**src/rtl/irq_pkg.sv**
```systemverilog
// Shared constants, types and helpers for the interrupt arbiter.
package irq_pkg;

  localparam int unsigned NUM_SRC       = 32;
  localparam int unsigned NUM_GROUPS    = 8;
  localparam int unsigned SRC_PER_GROUP = 4;

  localparam logic [23:0] IRQ_PRIO = 24'h2020;
  localparam logic [23:0] IRQ_ENA  = 24'h2022;
  localparam logic [23:0] IRQ_ACT  = 24'h2026;

  typedef enum logic [1:0] {IDLE, REQ, GAP} irq_state_t;
  typedef logic [1:0] irq_prio_t;

  function automatic irq_prio_t src_prio(input logic [2*NUM_GROUPS-1:0] prio,
                                         input int unsigned src);
    return prio[2*(src/SRC_PER_GROUP) +: 2];
  endfunction

endpackage

```
**src/rtl/irq_priority_encoder.sv**
```systemverilog
// Picks the eligible source with the highest group priority; ties go to the lowest index.
module irq_priority_encoder
  import irq_pkg::*;
(
  input  logic [NUM_SRC-1:0]      eligible,
  input  logic [2*NUM_GROUPS-1:0] prio,
  output logic                    any,
  output logic [4:0]              index,
  output irq_prio_t               level
);

  // Ascending scan with strict '>' keeps the lowest index on equal priority.
  always_comb begin
    any   = 1'b0;
    index = '0;
    level = '0;
    for (int unsigned s = 0; s < NUM_SRC; s++) begin
      if (eligible[s] && (!any || (src_prio(prio, s) > level))) begin
        any   = 1'b1;
        index = 5'(s);
        level = src_prio(prio, s);
      end
    end
  end

endmodule

```
**src/rtl/irq_arbiter.sv**
```systemverilog
// Interrupt pending/enable/priority registers on the system bus plus a req/ack
// handshake that presents one winning source to the CPU.
module irq_arbiter
  import irq_pkg::*;
(
  input  logic               clk,
  input  logic               reset,
  input  logic               clk_ce_cpu,
  input  logic               bus_write,
  input  logic               bus_read,
  input  logic [23:0]        bus_address_in,
  input  logic [7:0]         bus_data_in,
  output logic [7:0]         bus_data_out,
  input  logic [NUM_SRC-1:0] irq_sources,
  input  logic [1:0]         cpu_ilevel,
  output logic               irq_req,
  output logic [4:0]         irq_index,
  output irq_prio_t          irq_level,
  input  logic               irq_ack
);

  logic [2*NUM_GROUPS-1:0] prio_q;
  logic [NUM_SRC-1:0]      enable_q;
  logic [NUM_SRC-1:0]      active_q, active_d;
  logic [NUM_SRC-1:0]      clr_mask;
  logic [NUM_SRC-1:0]      eligible;
  irq_state_t              state_q;

  logic                    wr_en;
  logic [23:0]             prio_off, ena_off, act_off;
  logic                    prio_hit, ena_hit, act_hit;

  logic                    win_any;
  logic [4:0]              win_index;
  irq_prio_t               win_level;

  // Reads have no side effects, so the strobe is not needed for decode.
  logic                    unused_bus_read;
  assign unused_bus_read = bus_read;

  assign wr_en    = clk_ce_cpu & bus_write;
  assign prio_off = bus_address_in - IRQ_PRIO;
  assign ena_off  = bus_address_in - IRQ_ENA;
  assign act_off  = bus_address_in - IRQ_ACT;
  // Addresses below a base wrap to large offsets and fail the range test.
  assign prio_hit = prio_off < 24'd2;
  assign ena_hit  = ena_off < 24'd4;
  assign act_hit  = act_off < 24'd4;

  always_comb begin
    clr_mask = '0;
    if (wr_en && act_hit) begin
      clr_mask[{act_off[1:0], 3'b000} +: 8] = bus_data_in;
    end
    // Set wins over a same-cycle software clear.
    active_d = (active_q & ~clr_mask) | irq_sources;
  end

  always_comb begin
    bus_data_out = '0;
    if (prio_hit) begin
      bus_data_out = prio_q[{prio_off[0], 3'b000} +: 8];
    end else if (ena_hit) begin
      bus_data_out = enable_q[{ena_off[1:0], 3'b000} +: 8];
    end else if (act_hit) begin
      bus_data_out = active_q[{act_off[1:0], 3'b000} +: 8];
    end
  end

  always_comb begin
    for (int unsigned s = 0; s < NUM_SRC; s++) begin
      eligible[s] = active_q[s] & enable_q[s] & (src_prio(prio_q, s) != 2'd0) &
                    (src_prio(prio_q, s) > cpu_ilevel);
    end
  end

  irq_priority_encoder u_encoder (
    .eligible (eligible),
    .prio     (prio_q),
    .any      (win_any),
    .index    (win_index),
    .level    (win_level)
  );

  always_ff @(posedge clk) begin
    if (reset) begin
      prio_q   <= '0;
      enable_q <= '0;
      active_q <= '0;
    end else begin
      if (wr_en && prio_hit) begin
        prio_q[{prio_off[0], 3'b000} +: 8] <= bus_data_in;
      end
      if (wr_en && ena_hit) begin
        enable_q[{ena_off[1:0], 3'b000} +: 8] <= bus_data_in;
      end
      active_q <= active_d;
    end
  end

  always_ff @(posedge clk) begin
    if (reset) begin
      state_q   <= IDLE;
      irq_req   <= 1'b0;
      irq_index <= '0;
      irq_level <= '0;
    end else if (clk_ce_cpu) begin
      unique case (state_q)
        IDLE: begin
          if (win_any) begin
            irq_index <= win_index;
            irq_level <= win_level;
            irq_req   <= 1'b1;
            state_q   <= REQ;
          end
        end
        REQ: begin
          if (irq_ack) begin
            irq_req <= 1'b0;
            state_q <= GAP;
          end else if (!eligible[irq_index]) begin
            // Withdraw rather than deliver a vector that is no longer valid.
            irq_req <= 1'b0;
            state_q <= IDLE;
          end
        end
        GAP: begin
          state_q <= IDLE;
        end
        default: begin
          irq_req <= 1'b0;
          state_q <= IDLE;
        end
      endcase
    end
  end

endmodule
```
**config.mk**
```make
export PLATFORM = sky130hd
export DESIGN_NAME = irq_arbiter
export DESIGN_NICKNAME = d
export VERILOG_FILES = /design/src/rtl/irq_pkg.sv /design/src/rtl/irq_priority_encoder.sv /design/src/rtl/irq_arbiter.sv
export SDC_FILE = /design/constraint.sdc
export NUM_CORES = 1
export LEC_CHECK = 0
export BUFFER_PORTS_ARGS = -buffer_cell sky130_fd_sc_hd__clkbuf_2
export CORE_ASPECT_RATIO = 1.25
export CORE_MARGIN = 2
export CORE_UTILIZATION = 35
export DETAILED_ROUTE_END_ITERATION = 6
export PLACE_DENSITY = 0.52
export SETUP_SLACK_MARGIN = 0.4
export SLEW_MARGIN = 0
export SYNTH_ARGS = -nofsm -noshare
export SYNTH_HDL_FRONTEND = slang
export SYNTH_SLANG_ARGS = --single-unit
```
**constraint.sdc**
```tcl
create_clock -name clk -period 46.3 [get_ports clk]
set_input_delay 9.26 -clock clk [delete_from_list [all_inputs] [get_ports clk]]
set_output_delay 9.26 -clock clk [all_outputs]
set_load 0.02 [all_outputs]
```
; After elaboration in Yosys (flattened, before gate mapping)
; Index checks and enable logic that the tools add are counted.
[word_totals]
register_bits = 90
elab_cells = 390
in_bits = 72
output_inout_bits = 16
[classes]
n_mux = 111
n_bitwise = 102
magnitude_cmp = 43
addsub = 6
reduce_logical = 108
n_eq_ne = 4
n_shift = 9
[op_table]
columns = op, n
row1 = $and 1x1->1, 97
row2 = $mux 5, 16
row3 = $gt 2x2->1, 39
row4 = $mux 2, 37
row5 = $sub 24x14->24 const B, 3
row6 = $and 32x32->32, 2
row7 = $shift 8x7->32 const A, 2
row8 = $shiftx 32x6->8, 2
row9 = $shiftx 8x7->32, 2
row10 = $lt 24x3->1 const B, 2
row11 = $mux 1, 37
row12 = $logic_and 1x1->1, 34
row13 = $bwmux 32, 1
row14 = $mux 32, 1
row15 = $mux 4, 8
row16 = $not 32->32, 1
row17 = $or 32x32->32, 1
row18 = $logic_not 1->1, 31
row19 = $logic_or 1x1->1, 31
row20 = $lt 24x2->1 const B, 1
row21 = $mux 8, 3
row22 = $bwmux 16, 1
row23 = $reduce_bool 2->1, 8
row24 = $shift 8x6->16 const A, 1
row25 = 17 further kinds, 22

; Depth between registers and ports, before layout
; Gate-level depths: netlist (run 1).
[depth]
depth_word = 130
depth_mapped = 186

; By module
; A second synthesis (run 1) with hierarchy kept.
[hier_totals]
hier_cells = 1331
hier_area_um2 = 10138.5
[modules_own_cells]
columns = module, area_per_inst_um2, seq_area_each_um2, cells_each, instances
row1 = irq_arbiter, 6919.1, 1801.7, 870, 1
row2 = irq_priority_encoder, 3219.3, 0.0, 461, 1

; Worst setup path before layout (run 1)
; Ideal clock, no wire load.
[synth_path]
path_type = input-to-reg
from = input port cpu_ilevel[1]
to = register irq_level[0]
cell_stages = 178
slack_ns = 4.404
arrival_time_ns = 41.808
setup_ns = 0.088
cell_sequence = inv_1 ha_1 nor2b_1 o221ai_2 nor2_1 ha_1 nor2_1 maj3_1 o21ai_1 nand2_1 o21ai_0 ha_1 nor2_1 o211ai_1 and3_1 o21ai_0 ha_1 inv_1 [142 not listed] a21o_1 nand3_1 o21ai_0 ha_1 nor2b_1 o21ai_0 a21o_1 and2_1 buf_1 and2_1 o21ai_1 ha_1 nand2_1 o21ai_0 a21o_1 and2_1 and4b_1 a311oi_2
[synth_between]
elab_chain_cells = 128
word_cells_on_any_way = 229
classes_between = 39 x order compare / 64 x mux / 32 x bitwise / 94 x reduce/logical
[synth_lines]
columns = item, line
row1 = from (decl), irq_arbiter.sv:15  ; input logic [1:0] cpu_ilevel,
row2 = $gt 2x2->1, irq_arbiter.sv:73  ; (src_prio(prio_q, s) > cpu_ilevel);
row3 = $and 1x1->1, irq_arbiter.sv:72  ; eligible[s] = active_q[s] & enable_q[s] & (src_prio(prio_q, s) != 2'd0) &
row4 = $mux 2 / $mux 1 (equally long branches), irq_priority_encoder.sv:18  ; if (eligible[s] && (!any || (src_prio(prio, s) > level))) begin
row5 = $gt 2x2->1 / $logic_not 1->1 (equally long branches), irq_priority_encoder.sv:18
row6 = $logic_or 1x1->1, irq_priority_encoder.sv:18
row7 = $logic_and 1x1->1, irq_priority_encoder.sv:18
row8 = $mux 2 / $mux 1 (equally long branches), irq_priority_encoder.sv:18
row9 = $gt 2x2->1 / $logic_not 1->1 (equally long branches), irq_priority_encoder.sv:18
row10 = [112 not listed], --
row11 = $logic_or 1x1->1, irq_priority_encoder.sv:18
row12 = $logic_and 1x1->1, irq_priority_encoder.sv:18
row13 = $mux 2 / $mux 1 (equally long branches), irq_priority_encoder.sv:18
row14 = $gt 2x2->1 / $logic_not 1->1 (equally long branches), irq_priority_encoder.sv:18
row15 = $logic_or 1x1->1, irq_priority_encoder.sv:18
row16 = $logic_and 1x1->1, irq_priority_encoder.sv:18
row17 = $mux 1, irq_priority_encoder.sv:18
row18 = $reduce_and 3->1 (no line), --
row19 = to (signal assigned), irq_arbiter.sv:112  ; irq_level <= win_level;
row20 = to (decl), irq_arbiter.sv:18  ; output irq_prio_t irq_level,
; Several ways; a longest one is shown, not always the timed one.
; A chain may end at the register's enable or synchronous reset.

; Worst setup path after layout (run 1)
[layout_path]
from = input port cpu_ilevel[1]
to = register irq_index[1]
[layout_between]
elab_chain_cells = 128
word_cells_on_any_way = 258
classes_between = 39 x order compare / 93 x mux / 32 x bitwise / 94 x reduce/logical
[layout_lines]
columns = item, line
row1 = $gt 2x2->1, irq_arbiter.sv:73
row2 = $and 1x1->1, irq_arbiter.sv:72
row3 = $mux 2 / $mux 1 (equally long branches), irq_priority_encoder.sv:18
row4 = $gt 2x2->1 / $logic_not 1->1 (equally long branches), irq_priority_encoder.sv:18
row5 = $logic_or 1x1->1, irq_priority_encoder.sv:18
row6 = $logic_and 1x1->1, irq_priority_encoder.sv:18
row7 = $mux 2 / $mux 1 (equally long branches), irq_priority_encoder.sv:18
row8 = $gt 2x2->1 / $logic_not 1->1 (equally long branches), irq_priority_encoder.sv:18
row9 = [112 not listed], --
row10 = $logic_or 1x1->1, irq_priority_encoder.sv:18
row11 = $logic_and 1x1->1, irq_priority_encoder.sv:18
row12 = $mux 2 / $mux 1 (equally long branches), irq_priority_encoder.sv:18
row13 = $gt 2x2->1 / $logic_not 1->1 (equally long branches), irq_priority_encoder.sv:18
row14 = $logic_or 1x1->1, irq_priority_encoder.sv:18
row15 = $logic_and 1x1->1, irq_priority_encoder.sv:18
row16 = $mux 1, irq_priority_encoder.sv:18
row17 = $reduce_and 3->1 (no line), --
row18 = to (signal assigned), irq_arbiter.sv:111  ; irq_index <= win_index;
row19 = to (decl), irq_arbiter.sv:17  ; output logic [4:0] irq_index,
; Several ways; a longest one is shown, not always the timed one.

==> reports/summary.json, run 1 <==
{
  "design.die.area": {"value": 26000, "unit": "um^2"},
  "cts_num_sinks": {"value": 90},
  "route.detailed.wl_per_inst": {"value": 20.6, "unit": "um"},
  "drt-vias-per-instance": {"value": 5.86},
  "synth_cell_types": {"value": 93},
  "cp_data_required_time": {"value": 46490, "unit": "ps"},
  "route.vias.total": {"value": 9070},
  "drtPass1Iterations": {"value": 5},
  "total_switching_power": {"value": 0.0000519, "unit": "W"},
  "postSynthNetCount": {"value": 1286},
  "power.leakage": {"value": 3.73, "unit": "nW"},
  "postSynthRegisterBits": {"value": 90},
  "cp-end-kind": {"value": "flip-flop"},
  "grt_usage": {"value": 24.2, "unit": "%"},
  "filler_cell_count": {"value": 2597},
  "synth_top_family_by_area": {"value": "simple AND/OR/NAND/NOR gates"},
  "share_clk_of_total_power": {"value": 43.1, "unit": "%"},
  "drive_above_1_share": {"value": 17.6, "unit": "%"},
  "synth.cell_area": {"value": 8660, "unit": "um^2"},
  "fp.dieH": {"value": 180, "unit": "um"},
  "io-pin-count": {"value": 88},
  "seq_power_share": {"value": 44.9, "unit": "%"},
  "grt_first_pass_wirelength": {"value": 48800, "unit": "um"},
  "most_used_flip_flop_cell_after_synthesis": {"value": "dfxtp_1"},
  "drtAntennaViolNets": {"value": 0},
  "via_count_of_the_first_global_routing_pass": {"value": 8512},
  "combined_area_of_the_multi_input_logic_cells": {"value": 6610, "unit": "um^2"},
  "cp_common_cell": {"value": "ha_1"},
  "timing_max_transition_violations_final": {"value": 0},
  "cp_slowest_stage_delay": {"value": 490, "unit": "ps"},
  "synth-compound-area-share": {"value": 25.4, "unit": "%"},
  "hold_viol": {"value": 0},
  "yosys.area_share.simple": {"value": 27.3, "unit": "%"},
  "drt_iter0_markers": {"value": 775},
  "period_needed": {"value": 43640, "unit": "ps"},
  "yosys.area_share.xor_xnor": {"value": 2.02, "unit": "%"},
  "timing.critical_path.from_type": {"value": "input port"},
  "drt-total-wl": {"value": 32000, "unit": "um"},
  "finClkSkew": {"value": 8.95, "unit": "ps"},
  "drc": {"value": 0},
  "htreeDepth": {"value": 3},
  "cp_data_arrival_time": {"value": 43820, "unit": "ps"},
  "cellPowerDensity": {"value": 18.6, "unit": "nW/um^2"},
  "gp_congestion": {"value": 0.906},
  "clk-insertion-delay-late": {"value": 350, "unit": "ps"},
  "register_clock_pin_slew_on_the_reported_worst_setup_and_hold_paths": {"value": 70, "unit": "ps"},
  "yosysWarningCount": {"value": 0},
  "cts_hold_buf": {"value": 0},
  "timing_worst_setup_path_type": {"value": "input port to flip-flop"},
  "core.rowCount": {"value": 64},
  "maximum_number_of_pins_on_one_net_before_global_route_repair": {"value": 91},
  "ctsRootBufferMaster": {"value": "clkbuf_16"},
  "postSynthCellCount": {"value": 1156},
  "hpwlAfterDp": {"value": 25000, "unit": "um"},
  "grt_antenna_before_repair": {"value": 0},
  "design.final.nets": {"value": 1344},
  "max_clock_freq": {"value": 22.9, "unit": "MHz"},
  "power.ir.vdd_worst": {"value": 14.9, "unit": "uV"},
  "cts_inserted_buffers": {"value": 9},
  "cts_max_path_buffers": {"value": 2},
  "grt_setup_unrepaired": {"value": "no"},
  "combinationalPowerShare": {"value": 12.0, "unit": "%"},
  "worst_path_slowest_cell": {"value": "or4_4"},
  "setup_tns": {"value": 0, "unit": "ps"},
  "floorplan.die.width": {"value": 145, "unit": "um"},
  "critical_path.max_fanout": {"value": 9},
  "setup-violations-final": {"value": 0},
  "synth-async-reset-ratio": {"value": 0, "unit": "%"},
  "flow.area_growth_from_synthesis": {"value": 13.8, "unit": "%"},
  "internal-power": {"value": 0.000131, "unit": "W"},
  "number_of_synthesized_flops_with_an_enable_pin": {"value": 0},
  "regToRegSetupSlack": {"value": 11310, "unit": "ps"},
  "run_status": {"value": "complete, no violations"},
  "switching_portion_of_total_power": {"value": 28.4, "unit": "%"},
  "worstMarginPinSlew": {"value": 1120, "unit": "ps"},
  "design.core.area": {"value": 24400, "unit": "um^2"},
  "tritoncts": {"value": "built"},
  "buffer_ports.inserted": {"value": 86},
  "hold_path.class": {"value": "flip-flop to flip-flop"},
  "slew-limit-headroom": {"value": 24.8, "unit": "%"},
  "floorplan.initialDensity": {"value": 35.4, "unit": "%"},
  "adder_and_majority_cell_fraction_of_the_synthesized_area": {"value": 9.09, "unit": "%"},
  "seq_area_frac_synth": {"value": 20.8, "unit": "%"},
  "diodes": {"value": 0},
  "globalRoute.totalOverflow": {"value": 0},
  "synth.area.mux_share": {"value": 11.1, "unit": "%"},
  "cap_violations": {"value": 0},
  "layout_worst_path_cycle_share": {"value": 94.2, "unit": "%"},
  "fin_total_pwr": {"value": 0.000183, "unit": "W"},
  "register_area": {"value": 1800, "unit": "um^2"},
  "synth_area_per_cell": {"value": 7.49, "unit": "um^2"}
}
## worst paths after layout
| kind | cells past startpoint | start | endpoint |
|---|---|---|---|
| worst min register to register | 2 | irq_level[1] | irq_level[1] |
| worst min-delay path | 2 | irq_level[1] | irq_level[1] |
| worst max-delay path | 179 | cpu_ilevel[1] | irq_index[1] |
| worst max register to register | 176 | prio_q[1] | irq_index[1] |
## kinds of logic after synthesis
kind of cell	count (synthesis)
AO/OA/AOI/OAI	327
AND/OR/NAND/NOR	493
flip-flops	90
XOR/XNOR	20
buffers and inverters	97
multiplexers	65
adder cells (fa/ha/maj)	64
## placed cells by master (no fill, tap or decap), types with 29 or more instances in the layout
master / n
a21oi_1: 124
and3_1: 29
clkbuf_2: 85
dfxtp_1: 90
ha_1: 58
inv_1: 38
nand2_1: 142
nand3_1: 68
nor2_1: 131
o21ai_0: 52
## per-layer routing
metal / share of wire (%) / GRT usage, % / wire length (um) / up-vias
met5: 0 / 0 / 0 / -
met4: 3.2 / 8.08 / 1020 / 0
met3: 4.3 / 1.62 / 1360 / 54
met2: 50 / 42.9 / 16100 / 287
met1: 42 / 30.9 / 13500 / 4335
li1: - / - / - / 4394
## worst max-delay path, delay by kind of cell
family	cells	cell delay (ps)
muxes	14	5080
and+or+nand+nor	60	8020
adders and majority gates	34	10070
AOI/OAI and AO/OA	66	10780
buffers and inverters	5	530
## sequential cells by signal, summed over array words and instances (netlist names)
signal / count
active_q: 32
enable_q: 32
prio_q: 16
irq_level: 2
irq_req: 1
irq_index: 5
state_q: 2
## synthesized netlist by cell type, drive strengths merged, types with 7 or more instances
master  instances  area share [%]
o31ai          10             1.1
o211ai          7            0.61
and2           15             1.1
nor2b           7            0.51
ha             58             8.4
mux2           16             2.1
a21oi         132             7.7
o21a            9            0.87
inv            40             1.7
and3           30             2.2
nand3          68             3.9
nor2          136             5.9
mux4           23             6.0
a21o           14             1.3
mux2i          26             3.0
a211oi         15             1.4
clkbuf         48             2.1
nor3           23             1.3
nand4          13             1.0
nand2         142             6.2
or3             7            0.56
a221oi         13             1.3
xnor2          15             1.5
buf             8            0.40
nand2b         15             1.1
o21ai          64             3.8
dfxtp          90              21
nor4           11            0.87
## power groups by stage
stage	combinational [W]	sequential (W)	clock, W
3_3_place_gp	0.0000216	0.0000839	0
5_1_grt	0.0000239	0.0000822	0.0000828
4_1_cts	0.0000219	0.0000821	0.0000797
3_5_place_dp	0.0000218	0.0000839	0
6_report	0.0000220	0.0000821	0.0000788
2_1_floorplan	0.0000135	0.0000823	0
## repair_timing
action | in CTS | in global routing
endpoints found under the setup margin | 0 | 7
setup buffers | 0 | 9
endpoints found under the hold margin | 0 | 0
gates resized for setup | 0 | 34
## cell type report
| cell class | instances | share of cell area, % |
|---|---|---|
| sequential | 90 | 18.3 |
| clock buffer | 9 | 2.29 |
| inverter | 41 | 1.56 |
| timing repair buffer | 103 | 5.66 |
| clock inverter | 7 | 0.915 |
| tap | 330 | 4.19 |
| multi-input combinational | 969 | 67.1 |
## per-stage QoR
step / instance area (um^2) / hold WS [ps] / util [%] / worst slack (ps) / instances
after floorplan: 8660 / 437 / - / 4400 / 1156
after global placement: 9350 / 449 / 38.3 / 668 / 1524
after detailed placement: 9350 / 449 / 38.3 / 461 / 1524
after CTS: 9660 / 461 / 39.6 / 701 / 1540
after global routing: 9850 / 495 / 40.3 / 272 / 1549
final: 9850 / 459 / 40.3 / 2660 / 1549
Power figures use the tool's default switching activity.
==> inputs of run 2 (changes only) <==
Settings changed: BUFFER_PORTS_ARGS -buffer_cell sky130_fd_sc_hd__clkbuf_2 to not set, DONT_BUFFER_PORTS set to 1, PLACE_DENSITY 0.52 to 0.49.
Clock period 46.3 ns to 51.3 ns, I/O delays scaled along.
==> reports/summary.json, run 2 (synthesis gave the netlist of run 1 again) <==
{
  "run_status": {"value": "complete, no violations"},
  "setup_tns": {"value": 0, "unit": "ps", "change": "unchanged"},
  "internal-power": {"value": 0.000116, "unit": "W", "change": "-11%"},
  "clk-insertion-delay-late": {"value": 360, "unit": "ps", "change": "about the same"},
  "placed_cells_incl_taps": {"value": 1434, "change": "-5.9%"},
  "buffer_ports.inserted": {"value": 0, "change": "-100%"},
  "design.final.nets": {"value": 1245, "change": "-7.4%"},
  "slew-limit-headroom": {"value": 25.8, "unit": "%", "change": "+0.99 points"},
  "grt_antenna_before_repair": {"value": 2, "change": "+2"},
  "cts_num_sinks": {"value": 90, "change": "unchanged"},
  "cellPowerDensity": {"value": 17.1, "unit": "nW/um^2", "change": "-8.2%"},
  "via_count_of_the_first_global_routing_pass": {"value": 8295, "change": "-2.5%"},
  "hold_viol": {"value": 0, "change": "unchanged"},
  "floorplan.initialDensity": {"value": 35.4, "unit": "%", "change": "unchanged"},
  "largest_registers": {"value": "active_q x32, enable_q x32, prio_q x16"},
  "finClkSkew": {"value": 14.3, "unit": "ps", "change": "+5.33 ps"},
  "tritoncts": {"value": "built"},
  "total_switching_power": {"value": 0.0000408, "unit": "W", "change": "-22%"},
  "setup-violations-final": {"value": 0, "change": "unchanged"},
  "register_clock_pin_slew_on_the_reported_worst_setup_and_hold_paths": {"value": 70, "unit": "ps", "change": "about the same"},
  "cp-end-kind": {"value": "flip-flop"},
  "cp_data_arrival_time": {"value": 47770, "unit": "ps", "change": "+3950 ps"},
  "drtPass1Iterations": {"value": 6, "change": "+1"},
  "critical_path.max_fanout": {"value": 9, "change": "unchanged"},
  "hpwlAfterDp": {"value": 24600, "unit": "um", "change": "-1.7%"},
  "layout.cells.non_filler": {"value": 1452, "change": "-6.3%"},
  "ctsRootBufferMaster": {"value": "clkbuf_16"},
  "fp.dieH": {"value": 180, "unit": "um", "change": "unchanged"},
  "cts_repair_resize_count": {"value": 0, "change": "unchanged"},
  "drt-total-wl": {"value": 31700, "unit": "um", "change": "-1.0%"},
  "timing_max_transition_violations_final": {"value": 0, "change": "unchanged"},
  "seq_power_share": {"value": 47.3, "unit": "%", "change": "+2.4 points"},
  "drive_above_1_share": {"value": 8.66, "unit": "%", "change": "-9.0 points"},
  "layout.cells.most_common_list": {"value": "nand2_1, nor2_1, a21oi_1"},
  "period_needed": {"value": 47500, "unit": "ps"},
  "cts_hold_buf": {"value": 0, "change": "unchanged"},
  "design.die.area": {"value": 26000, "unit": "um^2", "change": "unchanged"},
  "core.rowCount": {"value": 64, "change": "unchanged"},
  "drt_iter0_markers": {"value": 577, "change": "-26%"},
  "grt_first_pass_wirelength": {"value": 48500, "unit": "um", "change": "-0.54%"},
  "timing.critical_path.from_type": {"value": "input port"},
  "maximum_number_of_pins_on_one_net_before_global_route_repair": {"value": 91, "change": "unchanged"},
  "cap_violations": {"value": 0, "change": "unchanged"},
  "floorplan.die.width": {"value": 145, "unit": "um", "change": "unchanged"},
  "share_clk_of_total_power": {"value": 45.9, "unit": "%", "change": "+2.8 points"},
  "combinationalPowerShare": {"value": 6.8, "unit": "%", "change": "-5.2 points"},
  "flow.area_growth_from_synthesis": {"value": 6.37, "unit": "%"},
  "design.core.area": {"value": 24400, "unit": "um^2", "change": "unchanged"},
  "layout_worst_path_cycle_share": {"value": 92.6, "unit": "%"},
  "hold_path.class": {"value": "flip-flop to flip-flop"},
  "fin_total_pwr": {"value": 0.000157, "unit": "W", "change": "-14%"},
  "grt_usage": {"value": 24.3, "unit": "%", "change": "+0.041 points"},
  "worstMarginPinSlew": {"value": 1100, "unit": "ps", "change": "-19.2 ps"},
  "route.vias.total": {"value": 8578, "change": "-5.4%"},
  "io-pin-count": {"value": 88, "change": "unchanged"},
  "layout.cells.most_common": {"value": "nand2_1"},
  "worst_path_slowest_cell": {"value": "o211ai_1"},
  "drc": {"value": 0, "change": "unchanged"},
  "grt_setup_unrepaired": {"value": "no"},
  "cts_max_path_buffers": {"value": 2, "change": "unchanged"},
  "max_clock_freq": {"value": 21.1, "unit": "MHz"},
  "power.leakage": {"value": 3.29, "unit": "nW", "change": "-12%"},
  "gp_congestion": {"value": 0.945, "change": "+4.3%"},
  "dpl_worst_slack": {"value": 3800, "unit": "ps", "change": "+3340 ps"},
  "timing_worst_setup_path_type": {"value": "input port to flip-flop"},
  "globalRoute.totalOverflow": {"value": 0, "change": "unchanged"},
  "drtAntennaViolNets": {"value": 0, "change": "unchanged"},
  "drt-vias-per-instance": {"value": 5.91, "change": "+0.89%"},
  "route.detailed.wl_per_inst": {"value": 21.8, "unit": "um", "change": "+5.6%"},
  "cts_inserted_buffers": {"value": 9, "change": "unchanged"},
  "cp_data_required_time": {"value": 51570, "unit": "ps", "change": "+5080 ps"},
  "cp_slowest_stage_delay": {"value": 500, "unit": "ps", "change": "about the same"},
  "timing.final.ws_setup": {"value": 3800, "unit": "ps", "change": "+1140 ps"},
  "power.ir.vdd_worst": {"value": 15.0, "unit": "uV", "change": "+0.88%"},
  "cts.repair_timing.setup_buffer_count": {"value": 0, "change": "unchanged"},
  "switching_portion_of_total_power": {"value": 26.0, "unit": "%", "change": "-2.4 points"},
  "htreeDepth": {"value": 3, "change": "unchanged"}
}
## run 2: cell type report
cell class              count  area, um^2
well taps                 330         413
multi-input cells         969        6490
inverters                  41         154
repair buffers              4        30.0
clock inverters             7        93.8
clock buffers               9         225
flip-flops and latches     90        1800
diodes                      2        5.00
fillers                  2591       15200
## run 2: final timing paths
path,from,endpoint,slack [ps],cells after the start
max,cpu_ilevel[1],irq_level[0],3800,176
min,enable_q[30],enable_q[30],500,2
max reg2reg,prio_q[1],irq_level[0],13410,175
min reg2reg,enable_q[30],enable_q[30],500,2
## run 2: power by group through the flow
stage / registers (W) / logic (W) / clock network [W]
6_report: 0.0000743 / 0.0000106 / 0.0000722
3_5_place_dp: 0.0000759 / 0.0000106 / 0
2_1_floorplan: 0.0000743 / 0.0000121 / 0
3_3_place_gp: 0.0000758 / 0.0000105 / 0
5_1_grt: 0.0000744 / 0.0000121 / 0.0000760
4_1_cts: 0.0000742 / 0.0000106 / 0.0000732
## run 2: stage by stage
stage                     area, um^2  utilization [%]  hold WS, ps
final                           9210             37.7          498
after global routing            9210             37.7          508
after CTS                       9200             37.7          490
after detailed placement        8880             36.4          478
after global placement          8880             36.4          475
after floorplan                 8660                -          437
## run 2: worst max-delay path, delay by kind of cell
kind	cells	cell delay (ps)
AOI/OAI and AO/OA	66	12750
adders and majority gates	34	9860
and+or+nand+nor	60	9370
muxes	14	5150
buffers and inverters	2	350
## run 2: routing by layer
metal	wire (um)	part of all wire [%]	vias to the layer above	track usage (%)
met1	13900	44	4089	31.2
li1	-	-	4209	-
met5	0	0	-	0
met4	1290	4.1	0	10.8
met3	1160	3.7	60	2.08
met2	15300	48	220	41.1
